--- src/rtl/sound_pkg.sv ---
// sound_pkg: shared sound codes, default playback timing and scheduler state type
package sound_pkg;
  typedef logic [2:0] snd_code_t;
  localparam snd_code_t SND_NONE      = 3'd0;
  localparam snd_code_t SND_SELECT    = 3'd1;
  localparam snd_code_t SND_DESELECT  = 3'd2;
  localparam snd_code_t SND_MOVE      = 3'd3;
  localparam snd_code_t SND_CAPTURE   = 3'd4;
  localparam snd_code_t SND_ILLEGAL   = 3'd5;
  localparam snd_code_t SND_PROMOTE   = 3'd6;
  localparam snd_code_t SND_GAMEOVER  = 3'd7;
  localparam int unsigned PLAY_CYCLES_DEF = 32'd306250098;
  localparam int unsigned GAP_CYCLES_DEF  = 32'd1000000;
  typedef enum logic [1:0] {ST_IDLE, ST_ISSUE, ST_PLAY, ST_GAP} state_t;
endpackage

--- src/rtl/sound_event_scheduler_if.sv ---
// sound_event_scheduler_if: game-event inputs and player/status outputs of the sound scheduler
interface sound_event_scheduler_if import sound_pkg::*; #(parameter int DEPTH = 4);
  logic ev_valid;
  snd_code_t ev_code;
  logic mute;
  logic flush;
  logic play_sound;
  snd_code_t sound_code;
  logic busy;
  logic [$clog2(DEPTH):0] fifo_count;
  logic drop_pulse;
  modport master (output ev_valid, ev_code, mute, flush, input play_sound, sound_code, busy, fifo_count, drop_pulse);
  modport slave (input ev_valid, ev_code, mute, flush, output play_sound, sound_code, busy, fifo_count, drop_pulse);
endinterface

--- src/rtl/sound_fifo.sv ---
// sound_fifo: small event FIFO with tail overwrite, registered pointers and count
module sound_fifo import sound_pkg::*; #(parameter int DEPTH = 4) (
  input  logic clk,
  input  logic rstn,
  input  logic clr,
  input  logic push,
  input  logic ovr,
  input  logic pop,
  input  snd_code_t din,
  output snd_code_t dout,
  output logic [$clog2(DEPTH):0] count,
  output logic full
);
  localparam int AW = $clog2(DEPTH);
  localparam int CW = AW + 1;
  snd_code_t mem_q [DEPTH];
  snd_code_t mem_d [DEPTH];
  logic [AW-1:0] wr_q, wr_d, rd_q, rd_d;
  logic [CW-1:0] cnt_q, cnt_d;
  always_comb begin
    mem_d = mem_q;
    if (push) mem_d[wr_q] = din;
    else if (ovr) mem_d[wr_q - AW'(1)] = din;
    wr_d = clr ? '0 : wr_q + AW'(push);
    rd_d = clr ? '0 : rd_q + AW'(pop);
    cnt_d = clr ? '0 : cnt_q + CW'(push) - CW'(pop);
  end
  always_ff @(posedge clk or negedge rstn) begin
    if (!rstn) begin
      mem_q <= '{default: '0};
      wr_q <= '0;
      rd_q <= '0;
      cnt_q <= '0;
    end else begin
      mem_q <= mem_d;
      wr_q <= wr_d;
      rd_q <= rd_d;
      cnt_q <= cnt_d;
    end
  end
  assign dout = mem_q[rd_q];
  assign count = cnt_q;
  assign full = cnt_q == CW'(DEPTH);
endmodule

--- src/rtl/sound_event_scheduler.sv ---
// sound_event_scheduler: queues game sound events and paces one-cycle play pulses to the buzzer player
module sound_event_scheduler import sound_pkg::*; #(
  parameter int DEPTH = 4,
  parameter int unsigned PLAY_CYCLES = PLAY_CYCLES_DEF,
  parameter int unsigned GAP_CYCLES = GAP_CYCLES_DEF
) (
  input logic clk,
  input logic rstn,
  sound_event_scheduler_if.slave bus
);
  state_t state_q, state_d;
  logic [31:0] cnt_q, cnt_d;
  logic play_sound_q, play_sound_d, busy_q, busy_d, drop_pulse_q, drop_pulse_d;
  snd_code_t sound_code_q, sound_code_d, head;
  logic [$clog2(DEPTH):0] fifo_count;
  logic full, ev, hold, go;
  assign ev = bus.ev_valid && bus.ev_code != SND_NONE;
  assign hold = bus.mute || bus.flush;
  assign go = state_q == ST_IDLE && fifo_count != '0 && !hold;
  sound_fifo #(.DEPTH(DEPTH)) u_fifo (
    .clk(clk),
    .rstn(rstn),
    .clr(bus.flush),
    .push(ev && !hold && !full),
    .ovr(ev && !hold && full && bus.ev_code == SND_GAMEOVER),
    .pop(go),
    .din(bus.ev_code),
    .dout(head),
    .count(fifo_count),
    .full(full)
  );
  always_comb begin
    state_d = state_q;
    cnt_d = cnt_q;
    case (state_q)
      ST_IDLE: state_d = go ? ST_ISSUE : ST_IDLE;
      ST_ISSUE: begin
        state_d = ST_PLAY;
        cnt_d = PLAY_CYCLES - 1;
      end
      ST_PLAY: begin
        state_d = cnt_q != 0 ? ST_PLAY : GAP_CYCLES == 0 ? ST_IDLE : ST_GAP;
        cnt_d = cnt_q != 0 ? cnt_q - 32'd1 : GAP_CYCLES == 0 ? '0 : GAP_CYCLES - 1;
      end
      default: begin
        state_d = cnt_q != 0 ? ST_GAP : ST_IDLE;
        cnt_d = cnt_q != 0 ? cnt_q - 32'd1 : '0;
      end
    endcase
    if (bus.flush) begin
      state_d = ST_IDLE;
      cnt_d = '0;
    end
    play_sound_d = go;
    sound_code_d = go ? head : sound_code_q;
    busy_d = state_d != ST_IDLE;
    drop_pulse_d = ev && (hold || full);
  end
  always_ff @(posedge clk or negedge rstn) begin
    if (!rstn) begin
      state_q <= ST_IDLE;
      cnt_q <= '0;
      play_sound_q <= 1'b0;
      sound_code_q <= SND_NONE;
      busy_q <= 1'b0;
      drop_pulse_q <= 1'b0;
    end else begin
      state_q <= state_d;
      cnt_q <= cnt_d;
      play_sound_q <= play_sound_d;
      sound_code_q <= sound_code_d;
      busy_q <= busy_d;
      drop_pulse_q <= drop_pulse_d;
    end
  end
  assign bus.play_sound = play_sound_q;
  assign bus.sound_code = sound_code_q;
  assign bus.busy = busy_q;
  assign bus.fifo_count = fifo_count;
  assign bus.drop_pulse = drop_pulse_q;
endmodule

--- src/flat_wrapper.sv ---
// flat-port wrapper written by rule: the top's interface ports become plain ports
module sound_event_scheduler_flat import sound_pkg::*;
#(
  parameter int DEPTH = 4,
  parameter int unsigned PLAY_CYCLES = PLAY_CYCLES_DEF,
  parameter int unsigned GAP_CYCLES = GAP_CYCLES_DEF
)
  (clk, rstn, bus_ev_valid, bus_ev_code, bus_mute, bus_flush, bus_play_sound, bus_sound_code, bus_busy, bus_fifo_count, bus_drop_pulse);
  sound_event_scheduler_if #(.DEPTH(DEPTH)) bus_i ();
  input logic clk;
  input logic rstn;
  input wire logic [$bits(bus_i.ev_valid)-1:0] bus_ev_valid;
  input wire logic [$bits(bus_i.ev_code)-1:0] bus_ev_code;
  input wire logic [$bits(bus_i.mute)-1:0] bus_mute;
  input wire logic [$bits(bus_i.flush)-1:0] bus_flush;
  output wire logic [$bits(bus_i.play_sound)-1:0] bus_play_sound;
  output wire logic [$bits(bus_i.sound_code)-1:0] bus_sound_code;
  output wire logic [$bits(bus_i.busy)-1:0] bus_busy;
  output wire logic [$bits(bus_i.fifo_count)-1:0] bus_fifo_count;
  output wire logic [$bits(bus_i.drop_pulse)-1:0] bus_drop_pulse;
  assign bus_i.ev_valid = bus_ev_valid;
  assign bus_i.ev_code = bus_ev_code;
  assign bus_i.mute = bus_mute;
  assign bus_i.flush = bus_flush;
  assign bus_play_sound = bus_i.play_sound;
  assign bus_sound_code = bus_i.sound_code;
  assign bus_busy = bus_i.busy;
  assign bus_fifo_count = bus_i.fifo_count;
  assign bus_drop_pulse = bus_i.drop_pulse;
  sound_event_scheduler #(.DEPTH(DEPTH), .PLAY_CYCLES(PLAY_CYCLES), .GAP_CYCLES(GAP_CYCLES)) u_core (.clk(clk), .rstn(rstn), .bus(bus_i));
endmodule
--- config.mk ---
export PLATFORM = sky130hd
export DESIGN_NAME = sound_event_scheduler_flat
export DESIGN_NICKNAME = d
export VERILOG_FILES = /design/src/rtl/sound_pkg.sv /design/src/rtl/sound_event_scheduler_if.sv /design/src/rtl/sound_fifo.sv /design/src/rtl/sound_event_scheduler.sv /design/src/flat_wrapper.sv
export SDC_FILE = /design/constraint.sdc
export NUM_CORES = 1
export LEC_CHECK = 0
export BUFFER_PORTS_ARGS = -buffer_cell sky130_fd_sc_hd__buf_2
export CORE_MARGIN = 1.5
export CORE_UTILIZATION = 48
export CTS_CLUSTER_SIZE = 12
export DETAILED_ROUTE_END_ITERATION = 12
export GPL_TIMING_DRIVEN = 0
export PLACE_DENSITY = 0.73
export SLEW_MARGIN = 5
export SYNTH_ARGS = -nofsm -noshare
export SYNTH_HDL_FRONTEND = slang
export SYNTH_SLANG_ARGS = --single-unit
--- constraint.sdc ---
create_clock -name clk -period 5.6 [get_ports clk]
set_input_delay 0.28 -clock clk [delete_from_list [all_inputs] [get_ports clk]]
set_output_delay 0.28 -clock clk [all_outputs]
set_load 0.1 [all_outputs]
==> Implementation_results.wiki, run 1 <==
{| class="wikitable"
! Metric !! Value
|-
| Endpoints failing hold || 0
|-
| Cell accounting for the most synthesized area || sky130_fd_sc_hd__dfrtp_1
|-
| Antenna cells || 0
|-
| Drt drc || 0
|-
| Run status || complete, no violations
|-
| Antenna violations before repair || 0
|-
| Warning count from the yosys run || 0
|-
| Final hold slack || 198 ps
|-
| Layout overhead on the synthesized area || 13.4%
|-
| Via count of the first global-routing pass || 2671
|-
| Power spent charging and discharging nets || 0.00108 W
|-
| Vias post-DR || 2721
|-
| Number of buffers inserted during clock tree synthesis || 9
|-
| Average via count per standard cell || 5.85
|-
| Number of violations of the max-capacitance limit || 0
|-
| Number of buffers inserted by post-CTS setup repair || 0
|-
| Fraction of power consumed by the clock network || 19.4%
|-
| Row count || 30
|-
| Final-report setup violation count || 0
|-
| Number of nets in the synthesized netlist || 354
|-
| Area share of the largest cell type after synthesis || 43.5%
|-
| Routed Antenna Nets || 0
|-
| Switch share || 47.3%
|-
| Number of buffers inserted by port buffering || 16
|-
| Dominant register cell in the synthesized netlist || sky130_fd_sc_hd__dfrtp_1
|-
| Final sum of negative setup slack || 0 ps
|-
| Maximum count of clock buffers along a single path || 2
|-
| Reported leakage power || 1.73 nW
|-
| GRT Residual Overflow || 0
|-
| Number of enable-type register cells in the synthesized netlist || 0
|-
| Die footprint || 0.00759 sq mm
|-
| Maximum level of the CTS H-tree || 3
|-
| Clock root buffer master || sky130_fd_sc_hd__clkbuf_8
|-
| Ratio of cells with drive above 1 in the final layout || 19.0%
|-
| Maximum number of pins on one net before global-route repair || 38
|-
| Drt first pass iters || 4
|-
| Tmin final || 3430 ps
|-
| Clock latency at the later pin of the worst-skew pair || 340 ps
|-
| Wire per inst || 16.7 um
|-
| Number of violations reported at the end of detailed-routing iteration 0 || 283
|-
| Post-synth ARST share || 100%
|-
| DPL Wire Length || 5.46 mm
|-
| Cell with the most instances after synthesis || sky130_fd_sc_hd__dfrtp_1
|-
| Crit path launch type || flip-flop
|-
| Share of total power in sequential cells || 28.6%
|-
| # nets final || 383
|-
| Max rail drop VDD || 0.294 mV
|-
| Post-Synthesis Cells || 335
|-
| Kind of critical path || reg -> reg
|-
| Clock tree sinks || 59
|-
| Class of the most critical hold timing path || in -> reg
|-
| Routability cong. || 0.870
|-
| Most area-consuming cells after synthesis || sky130_fd_sc_hd__dfrtp_1 43%, sky130_fd_sc_hd__mux2_2 5.0%, sky130_fd_sc_hd__nor2_1 4.2%
|-
| Arrival time worst endpoint || 3650 ps
|-
| Count of distinct cell types in the synthesized netlist || 61
|-
| Portion of total power attributed to combinational logic || 52.1%
|-
| Final worst-path cycle share || 61.3%
|-
| Actual slew at the worst max-slew pin || 983 ps
|-
| Max transition margin || 34.0%
|-
| Post-synthesis sequential element count || 59
|-
| Top fanout value on the critical path || 9
|-
| Kind of end point of the critical path || flip-flop
|-
| Total routing resource utilization after global routing || 22.8%
|-
| Worst setup slack for register-to-register paths || 2170 ps
|-
| RSZ-0062 raised after global routing || false
|-
| Clock tree from TritonCTS || done
|-
| Pwr Density || 593 mW/mm^2
|-
| Total internal power || 0.00121 W
|-
| Number of I/O pins || 17
|-
| Floorplan core area || 0.00683 sq mm
|-
| Most frequent cells after synthesis || 59 x sky130_fd_sc_hd__dfrtp_1, 38 x sky130_fd_sc_hd__nor2_1, 15 x sky130_fd_sc_hd__mux2_2, 15 x sky130_fd_sc_hd__xnor2_1
|-
| Wire length of the first global-routing pass || 13.1 mm
|-
| Number of pins exceeding their max-slew limit in the final report || 0
|-
| Average cell area after synthesis || 10.1 sq um
|-
| Sum of routed wire length over all layers || 7.76 mm
|-
| Share of synthesized area occupied by flip-flops and latches || 43.5%
|-
| Netlist area before placement || 0.00340 sq mm
|-
| Die Ht || 87.1 um
|-
| Final clock skew || 8.52 ps
|-
| Max Clk Rate || 292 MHz
|-
| Data required time at the worst endpoint || 5810 ps
|-
| CTS clock-pin slew for the worst setup and hold paths || 70 ps
|-
| Width of the die || 87.1 um
|-
| Initial Util || 49.7%
|}
critical path, stage by stage (launching register included):
cell and delay, ps:
sky130_fd_sc_hd__dfrtp_1 400, sky130_fd_sc_hd__inv_1 90, sky130_fd_sc_hd__ha_1 270, sky130_fd_sc_hd__nand2b_1 80, sky130_fd_sc_hd__clkbuf_1 280, sky130_fd_sc_hd__nor3_1 830, sky130_fd_sc_hd__ha_1 380, sky130_fd_sc_hd__inv_1 50
sky130_fd_sc_hd__ha_1 130, sky130_fd_sc_hd__inv_1 50, sky130_fd_sc_hd__fa_1 370, sky130_fd_sc_hd__xor2_1 190, sky130_fd_sc_hd__xnor2_1 140, sky130_fd_sc_hd__nor2_1 50
through the flow:
step                      total power, W  cells  util [%]  setup WS (ps)  area (sq um)
after floorplan                  0.00157    335         -           2560          3400
after global placement           0.00180    447      52.7           2190          3600
after detailed placement         0.00183    448      52.9           2150          3620
after CTS                        0.00228    465      56.4           2120          3850
after global routing             0.00245    465      56.4           1940          3850
final                            0.00229    465      56.4           2170          3850
sequential cells by signal (all words and copies together) (netlist names):
| signal | count |
|---|---|
| u_core.bus.busy | 1 |
| u_core.state_q | 2 |
| u_core.u_fifo.mem_q | 12 |
| u_core.u_fifo.wr_q | 2 |
| u_core.u_fifo.rd_q | 2 |
| u_core.bus.sound_code | 3 |
| u_core.u_fifo.count | 3 |
| u_core.bus.drop_pulse | 1 |
| u_core.bus.play_sound | 1 |
| u_core.cnt_q | 32 |
routing by layer:
layer | GRT usage, % | vias to the layer above | share of wire (%) | wire length (um)
met3 | 4.93 | 14 | 7.1 | 554
li1 | - | 1296 | - | -
met4 | 9.67 | 0 | 1.6 | 127
met2 | 35.6 | 90 | 48 | 3690
met1 | 30.8 | 1321 | 44 | 3380
met5 | 0 | - | 0 | 0
layout by cell type (no fill, tap or decap), drive strengths merged, types with 3 or more instances in the layout:
cell,n
dfrtp,59
and3,3
ha,10
xnor2,15
inv,15
nor4,11
nor3,17
o211ai,5
a221o,3
a211o,4
nor4b,3
nor3b,7
or2,3
or4,11
o21a,3
nand4,5
nor2b,6
buf,22
nand2b,5
nand2,14
nand3,5
a21oi,11
o31ai,6
clkbuf,18
mux4,3
a31oi,5
nor2,38
o221ai,3
mux2,15
o21ai,11
cell families (layout without fill, tap and decap cells):
family | Yosys count | count (layout) | synth area share (%)
AOI/OAI and AO/OA | 64 | 64 | 13.6
xor gates and xnor gates | 17 | 17 | 4.38
adders and majority gates | 11 | 11 | 4.27
buffers and inverters | 28 | 62 | 3.46
DFF | 59 | 59 | 43.5
muxes | 19 | 19 | 7.26
and+or+nand+nor | 137 | 137 | 23.5
power by group through the flow:
stage | Sequential [W] | Clock (W) | Combinational (W)
after floorplan | 0.000765 | 0 | 0.000803
after global routing | 0.000666 | 0.000472 | 0.00132
after global placement | 0.000651 | 0 | 0.00115
after CTS | 0.000651 | 0.000450 | 0.00118
after detailed placement | 0.000657 | 0 | 0.00117
final | 0.000653 | 0.000442 | 0.00119
final timing paths:
check	from	end	depth (start not counted)
setup / recovery	u_core.state_q[0]$_DFF_PN0_	u_core.u_fifo.count[2]$_DFF_PN0_	13
hold / removal	bus_ev_valid	u_core.bus.drop_pulse$_DFF_PN0_	3
setup reg to reg	u_core.state_q[0]$_DFF_PN0_	u_core.u_fifo.count[2]$_DFF_PN0_	13
hold reg to reg	u_core.u_fifo.mem_q[1]$_DFFE_PN0P_	u_core.u_fifo.mem_q[1]$_DFFE_PN0P_	1
max in group asynchronous	rstn	u_core.u_fifo.count[0]$_DFF_PN0_	3
min in group asynchronous	rstn	u_core.cnt_q[19]$_DFFE_PN0P_	2
layout make-up:
class	instances	area [sq um]
buffer	14	65.1
clock buffer	9	124
clock inverter	7	101
fill	622	2980
inverter	14	52.6
multi-input combinational	248	1800
sequential	59	1480
tap	96	120
timing repair buffer	18	110
repair_timing:
| item | 4_1_cts | 5_1_grt |
|---|---|---|
| hold endpoints to repair | 22 | 0 |
| gates resized for setup | 0 | 0 |
| hold buffers | 1 | 0 |
No activity file was read; power rests on OpenSTA's default activity.
==> run 2: changes to the inputs <==
ABC_AREA = 1   (was unset)
PLACE_DENSITY = 0.75   (was 0.73)
clock period = 3 ns   (was 5.6 ns; I/O delays follow)
==> run 2 against run 1 <==
Effect of this change: worst setup slack got worse by 1900 ps; register-to-register slack worse by 1900 ps; sequential power increased by 87%; area after synthesis grew 13%; clock-buffer cell count is the same; clock power increased by 45%; maximum frequency is 25% higher; highest routed layer unchanged.
==> Implementation_results.wiki, run 2 <==
{| class="wikitable"
! Metric !! Value
|-
| Kind of critical path || reg -> reg (unchanged)
|-
| Number of violations reported at the end of detailed-routing iteration 0 || 299 (was 283)
|-
| Worst setup path startpoint || u_core.state_q[0]$_DFF_PN0_ (unchanged)
|-
| RSZ-0062 raised after global routing || false (unchanged)
|-
| Number of buffers inserted by post-CTS setup repair || 0 (unchanged)
|-
| Cell with the most instances after synthesis || sky130_fd_sc_hd__nand2_1 (was sky130_fd_sc_hd__dfrtp_1)
|-
| Cell accounting for the most synthesized area || sky130_fd_sc_hd__dfrtp_1 (unchanged)
|-
| Arrival time worst endpoint || 3010 ps (was 3650 ps)
|-
| CTS clock-pin slew for the worst setup and hold paths || 80 ps (was 70 ps)
|-
| Die Ht || 92.6 um (was 87.1 um)
|-
| Drt first pass iters || 5 (was 4)
|-
| Clock tree from TritonCTS || done (unchanged)
|-
| Post-synth ARST share || 100% (unchanged)
|-
| Adder-cell share of the synthesized area || 3.77% (was 4.27%)
|-
| Number of I/O pins || 17 (unchanged)
|-
| Post-synthesis sequential element count || 59 (unchanged)
|-
| Largest register FFs || 32 (unchanged)
|-
| Kind of end point of the critical path || flip-flop (unchanged)
|-
| Register containing the most flip-flops in the final layout || u_core.cnt_q (unchanged)
|-
| Data required time at the worst endpoint || 3270 ps (was 5810 ps)
|-
| Max transition margin || 49.2% (was 34.0%)
|-
| Wire length of the first global-routing pass || 15.3 mm (was 13.1 mm)
|-
| Via count of the first global-routing pass || 3315 (was 2671)
|-
| Average via count per standard cell || 5.20 (was 5.85)
|-
| DPL Wire Length || 6.56 mm (was 5.46 mm)
|-
| Average cell area after synthesis || 7.05 sq um (was 10.1 sq um)
|-
| # nets final || 593 (was 383)
|-
| Final clock skew || 8.47 ps (was 8.52 ps)
|-
| Final worst-path cycle share || 91.5% (was 61.3%)
|-
| Netlist area before placement || 0.00385 sq mm (was 0.00340 sq mm)
|-
| Post-synthesis share of cell area spent on xor and xnor gates || 3.41% (was 4.38%)
|-
| Number of buffers inserted during clock tree synthesis || 9 (unchanged)
|-
| Antenna cells || 0 (unchanged)
|-
| Commonest cells after routing, fill and taps aside || 153 x sky130_fd_sc_hd__nand2_1, 88 x sky130_fd_sc_hd__nor2_1, 64 x sky130_fd_sc_hd__inv_1 (was 59 x sky130_fd_sc_hd__dfrtp_1, 38 x sky130_fd_sc_hd__nor2_1, 20 x sky130_fd_sc_hd__buf_2)
|-
| Reported leakage power || 2.29 nW (was 1.73 nW)
|-
| Dominant combinational cell family by area after synthesis || simple AND/OR/NAND/NOR gates (unchanged)
|-
| Warning count from the yosys run || 0 (unchanged)
|-
| Layout overhead on the synthesized area || 9.96% (was 13.4%)
|-
| Post-Synthesis Cells || 547 (was 335)
|-
| Number of enable-type register cells in the synthesized netlist || 0 (unchanged)
|-
| Sum of routed wire length over all layers || 8.91 mm (was 7.76 mm)
|-
| Most common library cell in the layout ignoring fill and taps || sky130_fd_sc_hd__nand2_1 (was sky130_fd_sc_hd__dfrtp_1)
|-
| Count of distinct cell types in the synthesized netlist || 35 (was 61)
|-
| Final hold slack || 7.19 ps (was 198 ps)
|-
| Final-report setup violation count || 0 (unchanged)
|-
| Pwr Density || 1140 mW/mm^2 (was 593 mW/mm^2)
|-
| Most area-consuming cells after synthesis || sky130_fd_sc_hd__dfrtp_1 38%, sky130_fd_sc_hd__nand2_1 15%, sky130_fd_sc_hd__nor2_1 8.6% (was sky130_fd_sc_hd__dfrtp_1 43%, sky130_fd_sc_hd__mux2_2 5.0%, sky130_fd_sc_hd__nor2_1 4.2%)
|-
| Antenna violations before repair || 0 (unchanged)
|-
| Dominant register cell in the synthesized netlist || sky130_fd_sc_hd__dfrtp_1 (unchanged)
|-
| Share of synthesized area occupied by flip-flops and latches || 38.3% (was 43.5%)
|-
| Final sum of negative setup slack || 0 ps (unchanged)
|-
| Largest registers || u_core.cnt_q: 32 flops, u_core.u_fifo.mem_q: 12 flops (unchanged)
|-
| Die footprint || 0.00858 sq mm (was 0.00759 sq mm)
|-
| Width of the die || 92.6 um (was 87.1 um)
|-
| Top fanout value on the critical path || 10 (was 9)
|-
| Proportion of synthesized area in mux cells || 0% (was 7.26%)
|-
| Crit path launch type || flip-flop (unchanged)
|-
| Clock latency at the later pin of the worst-skew pair || 350 ps (was 340 ps)
|-
| Total routing resource utilization after global routing || 22.8% (about the same)
|-
| Wire per inst || 13.1 um (was 16.7 um)
|-
| Number of buffers inserted by port buffering || 15 (was 16)
|-
| Number of cells on the worst reg-to-reg path || 11 (was 13)
|-
| Max rail drop VDD || 0.632 mV (was 0.294 mV)
|-
| Most frequent cells after synthesis || 153 x sky130_fd_sc_hd__nand2_1, 88 x sky130_fd_sc_hd__nor2_1, 64 x sky130_fd_sc_hd__inv_1 (was 59 x sky130_fd_sc_hd__dfrtp_1, 38 x sky130_fd_sc_hd__nor2_1, 15 x sky130_fd_sc_hd__mux2_2, 15 x sky130_fd_sc_hd__xnor2_1)
|-
| Ratio of cells with drive above 1 in the final layout || 13.1% (was 19.0%)
|-
| Max Clk Rate || 364 MHz (was 292 MHz)
|-
| Endpoints failing hold || 0 (unchanged)
|-
| Number of pins exceeding their max-slew limit in the final report || 0 (unchanged)
|-
| Hold path startpoint || bus_flush (was bus_ev_valid)
|-
| Floorplan core area || 0.00777 sq mm (was 0.00683 sq mm)
|-
| Run status || complete, no violations (unchanged)
|-
| Maximum count of clock buffers along a single path || 2 (unchanged)
|-
| Routability cong. || 0.965 (was 0.870)
|-
| Routed Antenna Nets || 0 (unchanged)
|-
| Class of the most critical hold timing path || in -> reg (unchanged)
|-
| Drt drc || 0 (unchanged)
|-
| GRT Residual Overflow || 0 (unchanged)
|-
| Initial Util || 49.6% (was 49.7%)
|-
| Simple-gate share of the synthesized area || 38.0% (was 23.5%)
|-
| Number of violations of the max-capacitance limit || 0 (unchanged)
|-
| Clock root buffer master || sky130_fd_sc_hd__clkbuf_8 (unchanged)
|-
| Tmin final || 2740 ps (was 3430 ps)
|-
| Number of nets in the synthesized netlist || 566 (was 354)
|-
| Count of placed standard cells in the final layout, fillers left out || 681 (was 465)
|-
| Maximum number of pins on one net before global-route repair || 60 (was 38)
|-
| Area share of the largest cell type after synthesis || 38.3% (was 43.5%)
|-
| Clock tree sinks || 59 (unchanged)
|-
| Vias post-DR || 3542 (was 2721)
|-
| Number of cells in the design after placement || 664 (was 448)
|-
| R2r startpoint || u_core.state_q[0]$_DFF_PN0_ (unchanged)
|-
| Maximum level of the CTS H-tree || 3 (unchanged)
|-
| Actual slew at the worst max-slew pin || 762 ps (was 983 ps)
|-
| Hold path cells || 2 (was 3)
|-
| Post-synthesis compound-gate area fraction || 7.76% (was 13.6%)
|-
| Row count || 32 (was 30)
|}
run 2: final cells by class:
class                      count  area [sq um]
buffer                         9          68.8
clock buffer                   9           124
clock inverter                 7          45.0
fill                         744          3530
inverter                      70           269
multi-input combinational    409          2040
sequential                    59          1480
tap                          102           128
timing repair buffer          16          87.6
run 2: worst max-delay path, stage by stage, from the launching register on:
cell,delay (ps)
sky130_fd_sc_hd__dfrtp_1,400
sky130_fd_sc_hd__inv_1,90
sky130_fd_sc_hd__ha_1,210
sky130_fd_sc_hd__nand2_4,110
sky130_fd_sc_hd__nor3_2,570
sky130_fd_sc_hd__ha_1,360
sky130_fd_sc_hd__inv_1,60
sky130_fd_sc_hd__ha_1,130
sky130_fd_sc_hd__inv_1,50
sky130_fd_sc_hd__fa_1,370
sky130_fd_sc_hd__and3_1,170
sky130_fd_sc_hd__nor3_1,140
run 2: power by group:
group	total (W)	switching [W]	internal [W]
clock	0.000639	0.000343	0.000296
sequential	0.00122	0.000202	0.00102
combinational	0.00298	0.00205	0.000936
total	0.00485	0.00259	0.00225
run 2: metal layers:
layer	global-route usage (%)	share of wire (%)
met1	30.5	45
met2	36.5	46
met3	4.19	6.3
met4	8.96	1.8
met5	0	0
run 2: what timing repair did:
action                    CTS  global route
resized for setup           0             0
hold endpoints to repair   59             0
hold buffers                1             0
run 2: path summary, 6_finish.rpt:
check	slack, ps	end
setup reg to reg	260	u_core.u_fifo.count[2]$_DFF_PN0_
setup / recovery	260	u_core.u_fifo.count[2]$_DFF_PN0_
max in group asynchronous	2070	u_core.cnt_q[30]$_DFFE_PN0P_
hold / removal	7	u_core.u_fifo.rd_q[0]$_DFF_PN0_
hold reg to reg	480	u_core.u_fifo.mem_q[9]$_DFFE_PN0P_
min in group asynchronous	420	u_core.u_fifo.mem_q[10]$_DFFE_PN0P_
run 2: cells by family (layout without fill, tap and decap cells):
group           count (synthesis)  after routing
xor+xnor                       15             15
fa+ha+maj                      11             11
buf+inv                        79            111
simple gates                  330            330
compound gates                 53             53
flops                          59             59
run 2: metrics by stage:
step	area [sq um]	power (W)	util (%)	worst slack [ps]
global placement	4060	0.00412	52.2	301
global route	4240	0.00528	54.6	19.3
floorplan	3850	0.00357	-	117
detailed placement	4060	0.00418	52.3	234
CTS	4240	0.00484	54.6	218
finish	4240	0.00485	54.6	256
